File: src/rtl/wb_test_reporter.sv
// Wishbone classic slave that compares EXPECTED/MEASURED pairs and produces a pass/fail verdict.
// Optional watchdog: define WB_TEST_REPORTER_TIMEOUT_EN to fail a RUNNING test that goes quiet.
`timescale 1ns/1ps
module wb_test_reporter #(
  parameter int unsigned NUM_TESTS      = 16,
  parameter int unsigned CNT_W          = 16,
  parameter int unsigned TIMEOUT_CYCLES = 50000000
) (
  input  logic        wb_clk_i,
  input  logic        wb_rst_i,
  input  logic [4:0]  wb_adr_i,
  input  logic [31:0] wb_dat_i,
  output logic [31:0] wb_dat_o,
  input  logic [3:0]  wb_sel_i,
  input  logic        wb_we_i,
  input  logic        wb_cyc_i,
  input  logic        wb_stb_i,
  output logic        wb_ack_o,
  output logic        test_passed_o,
  output logic        test_failed_o,
  output logic        irq_o
);

  typedef enum logic [1:0] {
    ST_IDLE    = 2'd0,
    ST_RUNNING = 2'd1,
    ST_PASSED  = 2'd2,
    ST_FAILED  = 2'd3
  } state_t;

  localparam logic [2:0] A_CTRL     = 3'd0;
  localparam logic [2:0] A_EXPECTED = 3'd1;
  localparam logic [2:0] A_MEASURED = 3'd2;
  localparam logic [2:0] A_TCOUNT   = 3'd3;
  localparam logic [2:0] A_FCOUNT   = 3'd4;
  localparam logic [2:0] A_FF_IDX   = 3'd5;
  localparam logic [2:0] A_FF_EXP   = 3'd6;
  localparam logic [2:0] A_FF_MEAS  = 3'd7;

  state_t             r_state;
  state_t             r_prev_state;
  logic               r_ack;
  logic [31:0]        r_dat_o;
  logic               r_irq;
  logic [31:0]        r_expected;
  logic [31:0]        r_measured;
  logic [CNT_W-1:0]   r_test_cnt;
  logic [CNT_W-1:0]   r_fail_cnt;
  logic [CNT_W-1:0]   r_ff_idx;
  logic [31:0]        r_ff_exp;
  logic [31:0]        r_ff_meas;
  logic               r_fail_sticky;
`ifdef WB_TEST_REPORTER_TIMEOUT_EN
  logic [31:0]        r_wdog;
`endif

  logic               w_req;
  logic               w_wr;
  logic [2:0]         w_sel;
  logic [31:0]        w_rdata;
  logic               w_done_ok;
  logic               w_unused;

  always_comb begin
    w_req     = wb_cyc_i & wb_stb_i & ~r_ack;
    w_wr      = w_req & wb_we_i;
    w_sel     = wb_adr_i[4:2];
    // Compare at 32 bits so a saturated narrow counter cannot alias NUM_TESTS.
    w_done_ok = (r_fail_cnt == '0) && (32'(r_test_cnt) == 32'(NUM_TESTS));
  end

  always_comb begin
    w_rdata = '0;
    case (w_sel)
      A_CTRL:     w_rdata = {29'b0, r_fail_sticky, r_state};
      A_EXPECTED: w_rdata = r_expected;
      A_MEASURED: w_rdata = r_measured;
      A_TCOUNT:   w_rdata = 32'(r_test_cnt);
      A_FCOUNT:   w_rdata = 32'(r_fail_cnt);
      A_FF_IDX:   w_rdata = 32'(r_ff_idx);
      A_FF_EXP:   w_rdata = r_ff_exp;
      A_FF_MEAS:  w_rdata = r_ff_meas;
      default:    w_rdata = '0;
    endcase
  end

`ifdef WB_TEST_REPORTER_TIMEOUT_EN
  assign w_unused = ^{wb_sel_i, wb_adr_i[1:0]};
`else
  assign w_unused = ^{wb_sel_i, wb_adr_i[1:0], 32'(TIMEOUT_CYCLES)};
`endif

  always_ff @(posedge wb_clk_i) begin
    if (wb_rst_i) begin
      r_state       <= ST_IDLE;
      r_prev_state  <= ST_IDLE;
      r_ack         <= 1'b0;
      r_dat_o       <= '0;
      r_irq         <= 1'b0;
      r_expected    <= '0;
      r_measured    <= '0;
      r_test_cnt    <= '0;
      r_fail_cnt    <= '0;
      r_ff_idx      <= '0;
      r_ff_exp      <= '0;
      r_ff_meas     <= '0;
      r_fail_sticky <= 1'b0;
`ifdef WB_TEST_REPORTER_TIMEOUT_EN
      r_wdog        <= '0;
`endif
    end else begin
      r_ack        <= w_req;
      r_dat_o      <= w_req ? w_rdata : '0;
      r_prev_state <= r_state;
      r_irq        <= ((r_state == ST_PASSED) || (r_state == ST_FAILED)) &&
                      (r_prev_state != r_state);

`ifdef WB_TEST_REPORTER_TIMEOUT_EN
      // Watchdog is evaluated first; an acked write on the same edge overrides it.
      if (w_wr) begin
        r_wdog <= '0;
      end else if (r_state == ST_RUNNING) begin
        if (r_wdog >= 32'(TIMEOUT_CYCLES - 1)) r_state <= ST_FAILED;
        else                                   r_wdog  <= r_wdog + 32'd1;
      end
`endif

      if (w_wr) begin
        case (w_sel)
          A_CTRL: begin
            if (wb_dat_i[0]) begin
              r_state       <= ST_RUNNING;
              r_test_cnt    <= '0;
              r_fail_cnt    <= '0;
              r_ff_idx      <= '0;
              r_ff_exp      <= '0;
              r_ff_meas     <= '0;
              r_fail_sticky <= 1'b0;
            end else if (wb_dat_i[1] && (r_state == ST_RUNNING)) begin
              r_state <= w_done_ok ? ST_PASSED : ST_FAILED;
            end
          end
          A_EXPECTED: r_expected <= wb_dat_i;
          A_MEASURED: begin
            r_measured <= wb_dat_i;
            if (r_state == ST_RUNNING) begin
              if (r_test_cnt != '1) r_test_cnt <= r_test_cnt + 1'b1;
              if (r_expected != wb_dat_i) begin
                if (r_fail_cnt != '1) r_fail_cnt <= r_fail_cnt + 1'b1;
                if (!r_fail_sticky) begin
                  r_ff_idx  <= r_test_cnt;
                  r_ff_exp  <= r_expected;
                  r_ff_meas <= wb_dat_i;
                end
                r_fail_sticky <= 1'b1;
              end
            end
          end
          default: ;
        endcase
      end
    end
  end

  assign wb_ack_o      = r_ack;
  assign wb_dat_o      = r_dat_o;
  assign irq_o         = r_irq;
  assign test_passed_o = (r_state == ST_PASSED);
  assign test_failed_o = (r_state == ST_FAILED);

endmodule

File: config.mk
export PLATFORM = sky130hd
export DESIGN_NAME = wb_test_reporter
export DESIGN_NICKNAME = d
export VERILOG_FILES = /design/src/rtl/wb_test_reporter.sv
export SDC_FILE = /design/constraint.sdc
export NUM_CORES = 1
export LEC_CHECK = 0
export ABC_AREA = 1
export CAP_MARGIN = 40
export CORE_MARGIN = 4
export CORE_UTILIZATION = 45
export CTS_CLUSTER_SIZE = 8
export DETAILED_ROUTE_END_ITERATION = 7
export HOLD_SLACK_MARGIN = 0.03
export PLACE_DENSITY = 0.61
export SLEW_MARGIN = 20
export SYNTH_ARGS = -nofsm -noshare
export SYNTH_HDL_FRONTEND = slang
export SYNTH_SLANG_ARGS = --single-unit
File: constraint.sdc
create_clock -name wb_clk_i -period 4.45 [get_ports wb_clk_i]
set_input_delay 0.6675 -clock wb_clk_i [delete_from_list [all_inputs] [get_ports wb_clk_i]]
set_output_delay 0.6675 -clock wb_clk_i [all_outputs]
set_load 0.03 [all_outputs]
After elaboration in Yosys (flattened, before gate mapping). Index checks and enable logic that the tools add are counted.

Memory bits (writable): 0. Bits in registers: 215. Memories: 0. Latch bits: 0. Bits in read-only memories: 0. Input bits: 46.

Reduce and logical (&&, ||, !) cells: 16. Add/sub/neg operators: 2. $lt $le $gt $ge: 0. Shift-type cells: 0. Multipliers: 0. Divide/modulo/power cells: 0. Bitwise operators: 5. Mux-type cells: 29. Equal/unequal tests: 21.

Operators with widths (number): $pmux 32 s8 (1); $mux 32 (7); $mux 16 (9); $pmux 32 s2 (2); $pmux 16 s2 (3); $add 16x1->16 const B (2); $ne 16x16->1 const B (2); $ne 32x32->1 (1); $eq 16x5->1 const B (1); $logic_not 16->1 (1); $eq 3x3->1 const B (4); $ne 2x2->1 const B (6); $reduce_and 6->1 (2); $reduce_and 5->1 (2); $eq 3x2->1 const B (2); $eq 2x2->1 const B (2); $mux 1 (4); $mux 2 (2); $reduce_and 2->1 (2); $reduce_bool 2->1 (2); $and 1x1->1 (3); $eq 3x1->1 const B (1); $logic_and 1x1->1 (3); $logic_not 3->1 (1); other kinds (7) (8).

Longest topological paths before layout. Gate-level depths: netlist of run 1.

Word-level depth: 5. Mapped depth: 16. Gate-level depth less buffers: 12.

Least setup slack after synthesis of run 1. No wires, ideal clock.

Path kind: input to register. Start point: in wb_adr_i[4]. End point: reg r_fail_sticky. Data required time: 4318 ps. Cell stages on the path: 16. Setup slack: 2243 ps. Data arrival time: 2075 ps. Cells stage by stage: buf_2 inv_2 nand3_2 inv_2 buf_4 nand2_1 nor2_1 nand2_1 nor2_1 nand3_1 buf_2 buf_4 nand2_1 inv_1 nand2_1 a21oi_1.

Word-level cells in the longest chain between the ends: 3. Elaborated cells between the ends (all ways): 8. Those cells by class: eq/ne: 4; mux: 1; reduce/logical: 3.

RTL lines: start: declaration (RTL line 11) `input logic [4:0] wb_adr_i,`; $eq 3x2->1 or $logic_not 3->1 (tied branches) (RTL line 129) `case (w_sel)`; $ne 2x2->1 (no line) or $reduce_bool 2->1 (tied branches); $reduce_and 5->1 (no line); end signal: assignment (RTL line 107) `r_fail_sticky <= 1'b0;`; end signal: assignment (RTL line 138) `r_fail_sticky <= 1'b0;`; end signal: assignment (RTL line 155) `r_fail_sticky <= 1'b1;`; end: declaration (RTL line 52) `logic r_fail_sticky;`.

Several ways; a longest one is shown, not always the timed one. A chain may end at the register's enable or synchronous reset.

Worst setup path after layout of run 1.
Start point: in wb_adr_i[4]. End point: reg r_test_cnt[3].

Word-level cells in the longest chain between the ends: 3. Elaborated cells between the ends (all ways): 8. Those cells by class: eq/ne: 4; mux: 1; reduce/logical: 3.

RTL lines: $eq 3x2->1 or $logic_not 3->1 (tied branches) (RTL line 129); $ne 2x2->1 (no line) or $reduce_bool 2->1 (tied branches); $reduce_and 5->1 (no line); end signal: assignment (RTL line 147) `if (r_test_cnt != '1) r_test_cnt <= r_test_cnt + 1'b1;`; end: declaration (RTL line 47) `logic [CNT_W-1:0] r_test_cnt;`.

Several ways; a longest one is shown, not always the timed one.

==> results of run 1 <==
-- cell usage in the layout (no fill, tap or decap), types with 12 or more instances in the layout --
| cell type | instances |
|---|---|
| a22oi_1 | 12 |
| nor3_1 | 20 |
| xor2_1 | 23 |
| inv_1 | 85 |
| clkbuf_16 | 30 |
| nor2_1 | 191 |
| clkdlybuf4s50_1 | 74 |
| buf_4 | 23 |
| a221oi_1 | 30 |
| o21ai_0 | 92 |
| nand3_1 | 48 |
| dfxtp_1 | 215 |
| xnor2_1 | 20 |
| a21oi_1 | 122 |
| nand4_1 | 94 |
| nand2_1 | 217 |
-- worst max-delay path, cell delays in order --
cell,delay [ns]
clkdlybuf4s50_1,0.69
inv_2,0.11
nand3_2,0.09
clkinv_2,0.30
nand2_1,0.14
nand2_1,0.12
nor2_1,0.39
nand2_1,0.32
o21ai_0,0.66
a21oi_1,0.10
-- where the power goes --
group / internal, mW / total, mW / switching, mW / leakage [nW]
clock: 1.18 / 1.99 / 0.808 / 0.382
sequential: 1.94 / 1.95 / 0.00788 / 1.73
combinational: 0.0656 / 0.213 / 0.148 / 1.69
total: 3.18 / 4.15 / 0.964 / 3.81
-- cell families (layout without fill, tap and decap cells) --
family	after synthesis	after routing	share of synthesized area, %
adder cells (fa/ha/maj)	4	4	0.515
buffers and inverters	187	224	7.63
AND/OR/NAND/NOR	584	584	26.3
XOR/XNOR	43	43	3.88
AO/OA/AOI/OAI	291	291	17.4
flip-flops	215	215	44.3
-- stage by stage --
step / hold WS [ns] / worst slack, ns / power [mW] / area [um2] / std cells
floorplan: 0.434 / 2.24 / 2.09 / 9710 / 1324
global placement: 0.448 / 0.784 / 2.19 / 10600 / 1603
detailed placement: 0.452 / 0.759 / 2.20 / 10600 / 1604
CTS: 0.460 / 1.33 / 4.18 / 11400 / 1636
global route: 0.471 / 0.959 / 4.27 / 11400 / 1636
finish: 0.458 / 1.25 / 4.15 / 11400 / 1636
-- flip-flops by register name, summed over array words and instances (netlist names), 2 cells and up --
register and flops:
r_expected 32, r_ff_exp 32, r_ff_meas 32, r_measured 32, wb_dat_o 32, r_fail_cnt 16, r_ff_idx 16, r_test_cnt 16
r_prev_state 2, r_state 2
-- metal layers --
layer	up-vias	global-route usage, %	share of wire [%]
li1	4574	-	-
met1	4412	35.2	46
met2	338	37.6	45
met3	63	3.73	6.1
met4	0	9.13	3.2
met5	-	0	0
-- Yosys cell counts (6+ instances only) --
master / instances / share of area [%]
a211oi_1: 6 / 0.46
a21oi_1: 122 / 6.3
a221oi_1: 30 / 2.7
a22oi_1: 12 / 0.93
a31oi_1: 9 / 0.58
buf_2: 22 / 1.1
clkbuf_1: 69 / 2.7
dfxtp_1: 215 / 44
inv_1: 86 / 3.3
nand2_1: 217 / 8.4
nand3_1: 50 / 2.6
nand4_1: 94 / 6.1
nor2_1: 193 / 7.5
nor3_1: 20 / 1.0
nor4_1: 6 / 0.39
o21ai_0: 92 / 4.7
o21ai_1: 6 / 0.31
xnor2_1: 20 / 1.8
xor2_1: 23 / 2.1
-- final cells by class --
type,instances,area [um2]
repair buffers,99,948
well taps,275,344
multi-input cells,922,4690
inverters,93,350
clock buffers,31,754
flip-flops and latches,215,4300
clock inverters,1,30.0
fillers,2070,9730
-- worst paths after layout --
kind         slack [ns]  cells after the start           from             end
max                1.25                     10    wb_adr_i[4]   r_test_cnt[3]
min                0.46                      2   r_ff_exp[15]    r_ff_exp[15]
max reg2reg        1.94                     10  r_fail_cnt[0]  r_fail_cnt[15]
min reg2reg        0.46                      2   r_ff_exp[15]    r_ff_exp[15]
==> metrics, run 1 <==
buffer count from post-CTS setup fixing=0; post-synthesis cell count=1,324; Post-DP HPWL=18,800 um; CP Capture Type=flop; initial antenna violation count=0; unrepaired setup endpoints after global routing=no; worst path required time=4.85 ns; Die Ht=155 um; I/O Pins=82; Final Cycle Share=72.0%; post-layout util=54.0%; worst min path class=flop to flop; ys flop type=dfxtp_1; number of global-route vias before repair=8,644; I/O Buffers=75; Fin. Hold Viols=0; Die X-Extent=155 um; fin crit period=3.20 ns; final wirelength=30,400 um; Cell Rows=53; H-tree levels=1; CTS Root Cell=clkbuf_16; FFs w/ async S/R, synth=0%; syn nets=1,374; 1st-iter DRT viols=928; Final setup viols=0; first-pass GRT wire length=48,400 um; Startpoint Class=primary input; status=complete, no violations; clock-pin transition on the worst setup and hold timing paths=0.05 ns; Setup Skew=0.0189 ns; Peak Freq=0.312 GHz; syn_area_per_cell=7.33 um2; post-CTS sizing=0; DR pass1 iterations=5; synth warn=0; DR WL/cell=18.6 um; fraction of layout cells with a size suffix above 1=5.22%; Max Slew Vio Count=0; CTS tree=yes; slew margin rel.=45.2%; Final #Nets=1,411; Vias=9,387; Post-synth EDFFs=0; Lkg Pwr=3.81 nW; max-capacitance violation count=0; diode count=0; Peak VDD IR=0.000244 V; global route overflow=0; CTS Sinks=215; slew of the pin with the lowest slew margin=0.822 ns; Yosys cell types=33; sequential share of the synthesized area=44.3%; synthesis-to-finish area growth=17.6%; initial core utilization=45.9%; RePlAce Congestion=0.854; Routed Antenna Nets=0; power per cell area=363 nW/um2; global-route usage over all layers=24.6%; crit path max fanout=21; Yosys reg bits=215; number of CTS-inserted buffers=30; crit path kind=primary input to flop; Synth Cell Area=9710 um2; DRC errors left=0; critical path arrival=3.61 ns; CTS Hold Buffers Added=0; die area=24,000 um2; setup tns final=0 ns; core footprint=21,200 um2; CTS Buffer Depth=3; Clk Latency, worst-skew pair=0.57 ns; Via density=5.74; largest net degree at the start of global routing=100
Note: power is estimated with default switching activity, not from simulation.
==> inputs of run 2 (changes only) <==
- clock period: 4.45 -> 3.1 ns (I/O delays scaled with it)
==> run 2 against run 1 <==
Compared with the run above:
- wire length is 0.42% lower
- via count is 0.40% lower
- cell count is 0.79% higher
- first-iteration DRC count is 1.1% lower
- core utilization is 0.62 points higher
- critical path depth is 3 higher
- design area is 1.1% higher
- die area stayed put
- count of clock-buffer cells in the layout is 1 higher
- clock skew is 0.0081 ns lower
- sequential share of layout area is 0.42 points lower
==> metrics, run 2 (same netlist as run 1, synthesis figures left out) <==
CTS tree=yes; I/O Pins=82; commonest non-fill, non-tap cells in the layout=nand2_1 (217), dfxtp_1 (215), nor2_1 (191); r2r setup slk=0.83 ns; power per cell area=517 nW/um2; Startpoint Class=primary input; CTS Hold Buffers Added=0; worst path required time=3.56 ns; clock share of power=48.0%; number of global-route vias before repair=8,650; met3 Use GR=3.42%; synthesis-to-finish area growth=18.9%; Setup Skew=0.0108 ns; final wirelength=30,300 um; RePlAce Congestion=0.904; slew margin rel.=49.4%; Cell Count, Final, Fillers Out=1,649; unrepaired setup endpoints after global routing=no; number of CTS-inserted buffers=30; critical path arrival=2.94 ns; Max Slew Vio Count=0; setup tns final=0 ns; Combinational Power Share=5.2%; 1st-iter DRT viols=918; worst min path class=flop to flop; Routed Antenna Nets=0; Final setup viols=0; GR Layer Usage met2=38.6%; Post-DP HPWL=19,200 um; initial core utilization=45.9%; slew of the pin with the lowest slew margin=0.758 ns; Min-Delay Endpoint=r_ff_exp[19]; CTS Root Cell=clkbuf_16; Vias=9,349; crit path kind=primary input to flop; buffer count from post-CTS setup fixing=0; Cell Rows=53; reg2reg end=r_test_cnt[2]; most common cell after layout, fill and taps aside=nand2_1; initial antenna violation count=0; I/O Buffers=75; global route overflow=0; DR WL/cell=18.4 um; register share of total power=46.8%; gr busiest metal=met2; global-route usage over all layers=24.5%; Int Power=4.61 mW; crit path max fanout=25; Die X-Extent=155 um; core footprint=21,200 um2; die area=24,000 um2; Hold Startpoint=r_ff_exp[19]; CTS Buffer Depth=3; DP Cell Count=1,617; first-pass GRT wire length=48,100 um; Clk Latency, worst-skew pair=0.54 ns; Peak VDD IR=0.000368 V; largest net degree at the start of global routing=83; Die Ht=155 um; post-CTS sizing=0; DR pass1 iterations=5; Switching Share=22.7%; fraction of layout cells with a size suffix above 1=6.11%; Peak Freq=0.402 GHz; Switch Pwr=1.36 mW; Critical R2R Launch=r_test_cnt[1]; clock-pin transition on the worst setup and hold timing paths=0.05 ns; worst r2r path cells=9; CP Capture Type=flop; hold depth=2; Filler Cell Count=2,046; status=complete, no violations; Lkg Pwr=3.88 nW; Final Cycle Share=80.2%; fin crit period=2.48 ns; Final #Nets=1,424; CTS Sinks=215; diode count=0; Fin. Hold Viols=0; M1 GR Usage=35.0%; Pwr Total=5.97 mW; max-capacitance violation count=0; DRC errors left=0; H-tree levels=1; Via density=5.67
-- run 2: metal layers --
metal  share of wire, %  vias up
met1                 46     4359
met5                  0        -
met4                2.6        0
met2                 46      339
li1                   -     4591
met3                6.2       60
-- run 2: area by class of cell --
class / count / area, um2 / share of cell area (%)
Clock buffer: 32 / 779 / 6.75
Inverter: 93 / 350 / 3.03
Multi-Input combinational cell: 922 / 4690 / 40.6
Sequential cell: 215 / 4300 / 37.3
Tap cell: 275 / 344 / 2.98
Timing Repair Buffer: 112 / 1080 / 9.38
-- run 2: how the worst max path moves through the flow --
stage / cells after the start / slack [ns] / to / from
2_1_floorplan: 16 / 1.10 / r_fail_sticky / wb_adr_i[4]
3_3_place_gp: 12 / 0.14 / r_fail_cnt[8] / wb_adr_i[3]
3_5_place_dp: 13 / 0.11 / r_ff_exp[24] / wb_adr_i[2]
4_1_cts: 12 / 0.66 / r_ff_exp[24] / wb_adr_i[3]
5_1_grt: 12 / 0.47 / r_fail_cnt[15] / wb_adr_i[2]
6_report: 13 / 0.62 / r_ff_exp[24] / wb_adr_i[2]
-- run 2: worst max-delay path: stages --
cell and delay (ns):
clkdlybuf4s50_1 0.55, inv_2 0.14, nand3_2 0.16, clkinv_2 0.13
nand2_1 0.06, nor2_1 0.16, nand2_1 0.08, nor2_1 0.20
nand3_4 0.26, nand3_2 0.18, buf_4 0.31, nand2_1 0.09
a21oi_1 0.14
-- run 2: power by group through the flow --
stage,clock network [mW],logic (mW),registers [mW]
after CTS,2.92,0.311,2.79
after detailed placement,0,0.310,2.85
final,2.87,0.313,2.79
after global routing,3.04,0.335,2.79
after global placement,0,0.308,2.85
after floorplan,0,0.151,2.85
-- run 2: through the flow --
| step | setup slack, ns | area [um2] | util [%] | hold WS (ns) |
|---|---|---|---|---|
| final | 0.615 | 11500 | 54.6 | 0.459 |
| after global routing | 0.471 | 11500 | 54.6 | 0.476 |
| after CTS | 0.655 | 11500 | 54.6 | 0.460 |
| after detailed placement | 0.109 | 10800 | 50.9 | 0.452 |
| after global placement | 0.143 | 10800 | 50.8 | 0.448 |
| after floorplan | 1.10 | 9710 | - | 0.434 |
